===== config.mk =====
export PLATFORM = sky130hd
export DESIGN_NAME = rr_operand_mux
export DESIGN_NICKNAME = d
export VERILOG_FILES = /design/src/rtl/rr_operand_mux_pkg.sv /design/src/rtl/rr_arbiter.sv /design/src/rtl/rr_operand_mux.sv
export SDC_FILE = /design/constraint.sdc
export NUM_CORES = 1
export LEC_CHECK = 0
export CORE_ASPECT_RATIO = 0.7
export CORE_UTILIZATION = 55
export DETAILED_ROUTE_END_ITERATION = 7
export DONT_BUFFER_PORTS = 1
export PLACE_DENSITY = 0.67
export SETUP_SLACK_MARGIN = 0.3
export SYNTH_ARGS = -nofsm -noshare
export SYNTH_HDL_FRONTEND = slang
export SYNTH_HIERARCHICAL = 1
export SYNTH_SLANG_ARGS = --single-unit

===== constraint.sdc =====
create_clock -name clk -period 2.9 [get_ports clk]
set_input_delay 0.58 -clock clk [delete_from_list [all_inputs] [get_ports clk]]
set_output_delay 0.58 -clock clk [all_outputs]
set_load 0.01 [all_outputs]

===== src/rtl/rr_operand_mux_pkg.sv =====
// Shared constants and helpers for the operand-select block and its arbiter.
package rr_operand_mux_pkg;

  localparam int ARB_FIXED = 0;
  localparam int ARB_RR    = 1;

  // Channel-index width; a single channel still needs a 1-bit index port.
  function automatic int ch_width(input int n);
    return (n <= 1) ? 1 : $clog2(n);
  endfunction

endpackage


===== src/rtl/rr_arbiter.sv =====
// Combinational fixed-priority / round-robin grant over NUM_CH requests.
// Owns the rotating pointer, which moves past the winner whenever a grant is taken.
module rr_arbiter
  import rr_operand_mux_pkg::*;
#(
  parameter int NUM_CH   = 4,
  parameter int ARB_MODE = ARB_RR,
  localparam int CH_W    = ch_width(NUM_CH)
) (
  input  logic              clk,
  input  logic              rst,
  input  logic [NUM_CH-1:0] req,
  input  logic              advance,
  output logic [NUM_CH-1:0] grant,
  output logic [CH_W-1:0]   grant_idx
);

  localparam logic [CH_W-1:0] LAST_IDX = CH_W'(NUM_CH - 1);

  logic [CH_W-1:0] ptr_q;
  logic [CH_W-1:0] ptr_d;
  logic            found;
  int              base_idx;
  int              scan_idx;

  // Search upward from the base index with wrap; base is 0 in fixed mode.
  always_comb begin
    found     = 1'b0;
    grant_idx = '0;
    base_idx  = (ARB_MODE == ARB_RR) ? int'(ptr_q) : 0;
    scan_idx  = 0;
    for (int k = 0; k < NUM_CH; k++) begin
      scan_idx = base_idx + k;
      if (scan_idx >= NUM_CH) begin
        scan_idx = scan_idx - NUM_CH;
      end
      if (!found && req[scan_idx]) begin
        found     = 1'b1;
        grant_idx = CH_W'(scan_idx);
      end
    end
  end

  for (genvar gi = 0; gi < NUM_CH; gi++) begin : g_grant
    assign grant[gi] = found && (grant_idx == CH_W'(gi));
  end

  always_comb begin
    ptr_d = ptr_q;
    if (ARB_MODE != ARB_RR) begin
      ptr_d = '0;
    end else if (advance) begin
      ptr_d = (grant_idx == LAST_IDX) ? '0 : grant_idx + CH_W'(1);
    end
  end

  always_ff @(posedge clk) begin
    if (rst) begin
      ptr_q <= '0;
    end else begin
      ptr_q <= ptr_d;
    end
  end

endmodule


===== src/rtl/rr_operand_mux.sv =====
// NUM_CH-way operand select feeding one registered output stage with valid/ready.
// A new beat may load in the same edge the current one drains, so there are no bubbles.
module rr_operand_mux
  import rr_operand_mux_pkg::*;
#(
  parameter int WIDTH    = 16,
  parameter int NUM_CH   = 4,
  parameter int ARB_MODE = ARB_RR,
  localparam int CH_W    = ch_width(NUM_CH)
) (
  input  logic                    clk,
  input  logic                    rst,
  input  logic [NUM_CH*WIDTH-1:0] in_data,
  input  logic [NUM_CH-1:0]       in_valid,
  output logic [NUM_CH-1:0]       in_ready,
  output logic [WIDTH-1:0]        out_data,
  output logic [CH_W-1:0]         out_ch,
  output logic                    out_valid,
  input  logic                    out_ready
);

  logic              out_valid_q, out_valid_d;
  logic [WIDTH-1:0]  out_data_q, out_data_d;
  logic [CH_W-1:0]   out_ch_q, out_ch_d;
  logic              load_en;
  logic              xfer;
  logic [NUM_CH-1:0] grant;
  logic [CH_W-1:0]   grant_idx;
  logic [WIDTH-1:0]  sel_data;

  rr_arbiter #(
    .NUM_CH   (NUM_CH),
    .ARB_MODE (ARB_MODE)
  ) u_arb (
    .clk       (clk),
    .rst       (rst),
    .req       (in_valid),
    .advance   (xfer),
    .grant     (grant),
    .grant_idx (grant_idx)
  );

  assign load_en  = !out_valid_q || out_ready;
  assign in_ready = (load_en && !rst) ? grant : '0;
  assign xfer     = |in_ready;

  // AND-OR select: an ungranted channel can never leak into the output.
  always_comb begin
    sel_data = '0;
    for (int i = 0; i < NUM_CH; i++) begin
      if (grant[i]) begin
        sel_data = sel_data | in_data[i*WIDTH +: WIDTH];
      end
    end
  end

  always_comb begin
    out_valid_d = out_valid_q;
    out_data_d  = out_data_q;
    out_ch_d    = out_ch_q;
    if (xfer) begin
      out_valid_d = 1'b1;
      out_data_d  = sel_data;
      out_ch_d    = grant_idx;
    end else if (out_ready) begin
      out_valid_d = 1'b0;
    end
  end

  always_ff @(posedge clk) begin
    if (rst) begin
      out_valid_q <= 1'b0;
      out_data_q  <= '0;
      out_ch_q    <= '0;
    end else begin
      out_valid_q <= out_valid_d;
      out_data_q  <= out_data_d;
      out_ch_q    <= out_ch_d;
    end
  end

  assign out_valid = out_valid_q;
  assign out_data  = out_data_q;
  assign out_ch    = out_ch_q;

endmodule


==> flow_metrics.env, run 1 <==
export IMPL_run_status="finished, final reports clean"
export IMPL_pwr_share_comb=0.458
export IMPL_ir_drop_mv=0.361
export IMPL_final_antenna_net_count=0
export IMPL_die_y_um=43.6
export IMPL_sequentialPowerShare=0.400
export IMPL_hold_ws_ps=312
export IMPL_grt_overflow=0
export IMPL_initial_core_util=0.605
export IMPL_cts_root_buf="clkbuf_4"
export IMPL_worst_ep_arrival_time_ps=1970
export IMPL_synth_net_count=221
export IMPL_ios=94
export IMPL_synthCells=146
export IMPL_fp_row_count=14
export IMPL_clkPwrFrac=0.142
export IMPL_die_x_um=61.4
export IMPL_slowest_delay_ps=400
export IMPL_worst_pin_slew_ps=733
export IMPL_layoutNonFillerInstCount=182
export IMPL_dr_first_iter_drc_count=102
export IMPL_ys_ff_latch=21
export IMPL_firstDrtPassIters=4
export IMPL_ys_types=34
export IMPL_yosysWarnings=6
export IMPL_fin_nets=226
export IMPL_cp_start_kind="register"
export IMPL_cts_made_buffers=3
export IMPL_cts_tree="built"
export IMPL_cts_max_level=1
export IMPL_fp_dieArea_sq_um=2670
export IMPL_cp_slowest_cell="dfxtp_2"
export IMPL_fin_worst_skew_ps=2.42
export IMPL_grt_pass1_vias=1264
export IMPL_period_share=0.881
export IMPL_p_sw_frac=0.397
export IMPL_grt_max_degree=26
export IMPL_path_class="register to primary output"
export IMPL_layout_common_cells="a22oi_1 (32), dfxtp_1 (19), a31oi_1 (16), a311oi_1 (16), buf_4 (12)"
export IMPL_port_buffers=0
export IMPL_p_int_uw=621
export IMPL_area_growth_pct=11.7
export IMPL_syn_area_sq_um=1360
export IMPL_path_cells="a21o_1 -> a21boi_2 -> o21ai_2 -> ha_2 -> nor2b_4 -> buf_4 -> buf_6 -> and3_1"
export IMPL_grt_pass1_wl_um=6020
export IMPL_antenna_found_initial=0
export IMPL_fmax_ghz=0.392
export IMPL_via_count=1348
export IMPL_cp_required_ps=2320
export IMPL_placedCellCount=168
export IMPL_gp_congestion=0.789
export IMPL_p_per_area_nw_per_um2=680
export IMPL_wl_per_cell_um=22.1
export IMPL_drc_errors=0
export IMPL_hold_viol=0
export IMPL_crit_path_end_kind="primary output"
export IMPL_synth_seq_area_share=0.310
export IMPL_core_sq_um=2240
export IMPL_grt_use_total=0.312
export IMPL_finalCriticalPeriod_ps=2550
export IMPL_antenna_cells=0
export IMPL_drv_slew=0
export IMPL_min_path_type="input pin to register"
export IMPL_final_common_cell="a22oi_1"
export IMPL_p_sw_uw=410
export IMPL_hpwl_um=2560
export IMPL_syn_avg_cell_area_sq_um=9.30
export IMPL_drv_cap=0
export IMPL_crit_fanout=17
export IMPL_slew_limit_headroom=0.507
export IMPL_clkTransAtPathRegs_ps=120
export IMPL_clkSinkCount=21
export IMPL_grt_setup_unrepaired="true"
export IMPL_viasPerCell=7.41
export IMPL_drive_above_1_share=0.253
export IMPL_clock_path_buffers=2
export IMPL_routed_wl_um=4020
export IMPL_setup_viol=0
export IMPL_clkLatencyLatePin_ps=310
export IMPL_p_leak_nw=0.529
## Yosys cell counts, drive strengths merged
cell | number | area, sq um
a21boi | 1 | 7.51
nor3 | 1 | 10.0
o31ai | 2 | 15.0
or4 | 1 | 11.3
buf | 7 | 60.1
dfxtp | 21 | 420
o21bai | 2 | 18.8
a31oi | 16 | 100
a311oi | 17 | 155
nand2b | 1 | 6.26
ha | 4 | 50.1
mux2i | 1 | 10.0
o211ai | 1 | 7.51
a21oi | 3 | 15.0
and3 | 4 | 25.0
a22oi | 32 | 240
nor2 | 2 | 7.51
o211a | 1 | 10.0
nand4 | 2 | 12.5
clkbuf | 10 | 37.5
a21o | 1 | 7.51
o21a | 2 | 15.0
o21ai | 2 | 13.8
nor4 | 2 | 33.8
nor2b | 9 | 63.8
inv | 1 | 3.75
## timing repair
action | 4_1_cts | 5_1_grt
gates resized for setup | 9 | 6
setup buffers | 5 | 5
endpoints found under the setup margin | 22 | 24
pin swaps | 0 | 2
gates cloned | 0 | 0
hold buffers | 0 | 0
## routing by layer
layer  part of all wire  wire, um  global-route usage  vias to the layer above
met5                  0         0                   0                        -
li1                   -         -                   -                      618
met2               0.50      2020               0.504                       85
met1               0.39      1560               0.403                      639
met4             0.0092        37              0.0711                        0
met3              0.099       398               0.107                        6
## per-stage QoR
step	total power [mW]	setup slack [ps]	cell area, sq um	utilization	TNS, ps
6_report	1.03	346	1520	0.676	0
5_1_grt	1.09	211	1520	0.676	0
4_1_cts	0.979	76.7	1450	0.645	0
3_5_place_dp	0.808	-151	1360	0.604	-426
3_3_place_gp	0.798	-92.0	1360	0.604	-138
2_1_floorplan	0.751	304	1360	-	0
## power by group through the flow
| stage | combinational, mW | clock (mW) | sequential, mW |
|---|---|---|---|
| 2_1_floorplan | 0.348 | 0 | 0.403 |
| 3_3_place_gp | 0.384 | 0 | 0.414 |
| 5_1_grt | 0.519 | 0.159 | 0.417 |
| 3_5_place_dp | 0.392 | 0 | 0.416 |
| 6_report | 0.472 | 0.146 | 0.412 |
| 4_1_cts | 0.421 | 0.148 | 0.410 |
## kinds of logic after synthesis
group           Yosys count  synth area share
mux                       1           0.00737
flops                    21             0.310
simple gates             22             0.125
fa+ha+maj                 4            0.0369
buf+inv                  18            0.0746
compound gates           80             0.446
## registers in the layout, indices dropped and copies added (netlist names)
register and cells:
u_arb/ptr_q 2, out_data 16, out_ch 2, out_valid 1
## path summary, 6_finish.rpt
path         cells past startpoint            from              to  slack, ps
max                              8  u_arb/ptr_q[1]     in_ready[0]        350
min                              1             rst  u_arb/ptr_q[1]        310
max reg2reg                     10  u_arb/ptr_q[1]     out_data[3]        400
min reg2reg                      2       out_ch[0]       out_ch[0]        540
## critical path: cells and delay by family (launching register included)
| kind | cells | cell delay (ps) |
|---|---|---|
| and+or+nand+nor | 2 | 400 |
| DFF | 1 | 400 |
| adders and majority gates | 1 | 190 |
| AOI/OAI and AO/OA | 3 | 370 |
| buffers and inverters | 2 | 310 |
## layout make-up
cell class | count | area (sq um)
Multi-Input combinational cell | 107 | 867
Fill cell | 213 | 726
Sequential cell | 21 | 423
Timing Repair Buffer | 17 | 155
Tap cell | 32 | 40.0
Clock buffer | 3 | 22.5
Clock inverter | 1 | 5.00
Inverter | 1 | 3.75
(Power assumes the default switching activity.)
==> inputs of run 2 (changes only) <==
Settings changed: GPL_TIMING_DRIVEN from default to 1.
==> results of run 2 <==
No change in the layout: final DEF, timing and power equal those of run 1.
==> inputs of run 3 (changes only) <==
Settings changed: TNS_END_PERCENT from default to 20.
==> run 3 against run 2 <==
Combinational power is 5.9% lower. Die area stayed put. Register-to-register slack better by 40 ps. Design area is 3.0% lower. Sequential power hardly changed. Sequential cell count stayed put. Global-route usage is 1.5 points lower. Core utilization is 2.0 points lower. Routed wire length is 3.0% lower. Worst setup slack worse by 45 ps.
==> flow_metrics.env, run 3 (same netlist as run 1, synthesis figures left out) <==
export IMPL_grt_pass1_wl_um=5730
export IMPL_path_class="register to primary output"
export IMPL_fin_nets=223
export IMPL_area_growth_pct=8.39
export IMPL_gp_congestion=0.852
export IMPL_fp_row_count=14
export IMPL_drv_cap=0
export IMPL_die_x_um=61.4
export IMPL_hold_viol=0
export IMPL_final_antenna_net_count=0
export IMPL_fmax_ghz=0.385
export IMPL_drive_above_1_share=0.218
export IMPL_antenna_found_initial=0
export IMPL_ir_drop_mv=0.381
export IMPL_cp_start_kind="register"
export IMPL_ctsHoldBuffers=0
export IMPL_firstDrtPassIters=4
export IMPL_die_y_um=43.6
export IMPL_via_count=1304
export IMPL_final_common_cell="a22oi_1"
export IMPL_setup_viol=0
export IMPL_grt_setup_unrepaired="true"
export IMPL_crit_path_end_kind="primary output"
export IMPL_hpwl_um=2590
export IMPL_layout_common_cells="a22oi_1 (32), dfxtp_1 (19), a31oi_1 (16), a311oi_1 (16), buf_4 (11)"
export IMPL_initial_core_util=0.605
export IMPL_ios=94
export IMPL_cts_made_buffers=3
export IMPL_worst_ep_arrival_time_ps=2020
export IMPL_grt_overflow=0
export IMPL_antenna_cells=0
export IMPL_fin_worst_skew_ps=1.46
export IMPL_routed_wl_um=3900
export IMPL_finalCriticalPeriod_ps=2600
export IMPL_p_per_area_nw_per_um2=675
export IMPL_slew_limit_headroom=0.480
export IMPL_cts_max_level=1
export IMPL_dr_first_iter_drc_count=79
export IMPL_cts_tree="built"
export IMPL_cts_root_buf="clkbuf_4"
export IMPL_grt_use_total=0.297
export IMPL_clkSinkCount=21
export IMPL_core_sq_um=2240
export IMPL_period_share=0.896
export IMPL_crit_fanout=17
export IMPL_wl_per_cell_um=21.8
export IMPL_clock_path_buffers=2
export IMPL_grt_pass1_vias=1201
export IMPL_grt_max_degree=26
export IMPL_drv_slew=0
export IMPL_hold_ws_ps=330
export IMPL_worst_pin_slew_ps=773
export IMPL_run_status="finished, final reports clean"
export IMPL_largest_reg_flops=16
export IMPL_clkTransAtPathRegs_ps=110
export IMPL_p_leak_nw=0.503
export IMPL_n_fill_cell=211
export IMPL_viasPerCell=7.28
export IMPL_min_path_type="input pin to register"
export IMPL_fp_dieArea_sq_um=2670
export IMPL_port_buffers=0
export IMPL_cp_required_ps=2320
export IMPL_fin_setup_tns_ps=0
export IMPL_clkLatencyLatePin_ps=300
export IMPL_drc_errors=0
[run 3: final cells by class]
class / instances / area (sq um) / area share
Timing Repair Buffer: 14 / 116 / 0.0791
Sequential cell: 21 / 423 / 0.287
Tap cell: 32 / 40.0 / 0.0272
Clock buffer: 4 / 26.3 / 0.0179
Inverter: 1 / 3.75 / 0.00255
Multi-Input combinational cell: 107 / 862 / 0.586
[run 3: critical path, stage by stage, from the launching register on]
cell,delay (ps)
dfxtp_2,390
nor2b_1,70
o21ai_2,200
o211a_1,230
ha_1,150
nor2b_4,170
buf_4,130
buf_6,170
and3_4,210
[run 3: final timing paths]
path	start	endpoint	slack, ps	cells past startpoint
worst min register to register	out_ch[0]	out_ch[0]	540	2
worst max register to register	u_arb/ptr_q[1]	out_data[0]	440	10
worst min-delay path	rst	u_arb/ptr_q[1]	330	1
worst max-delay path	u_arb/ptr_q[0]	in_ready[1]	300	8
[run 3: per-stage QoR]
stage	worst slack, ps	std cells	power, mW	area (sq um)	utilization
after floorplan	287	146	0.751	1360	-
after global placement	67.1	170	0.806	1370	0.610
after detailed placement	-5.88	170	0.820	1370	0.610
after CTS	273	176	0.974	1440	0.641
after global routing	174	179	1.06	1470	0.656
final	301	179	0.993	1470	0.656
[run 3: where the power goes]
group	switching, mW	internal, mW
logic	0.241	0.203
clock network	0.0848	0.0536
registers	0.0656	0.345
[run 3: routing by layer]
| layer | routed length, um | global-route usage |
|---|---|---|
| met1 | 1690 | 0.364 |
| met2 | 1920 | 0.526 |
| met3 | 260 | 0.0776 |
| met4 | 21 | 0.0578 |
| met5 | 0 | 0 |
[run 3: what timing repair did]
| item | 4_1_cts | 5_1_grt |
|---|---|---|
| setup endpoints to repair | 21 | 16 |
| resized for setup | 11 | 2 |
| setup buffers | 2 | 3 |
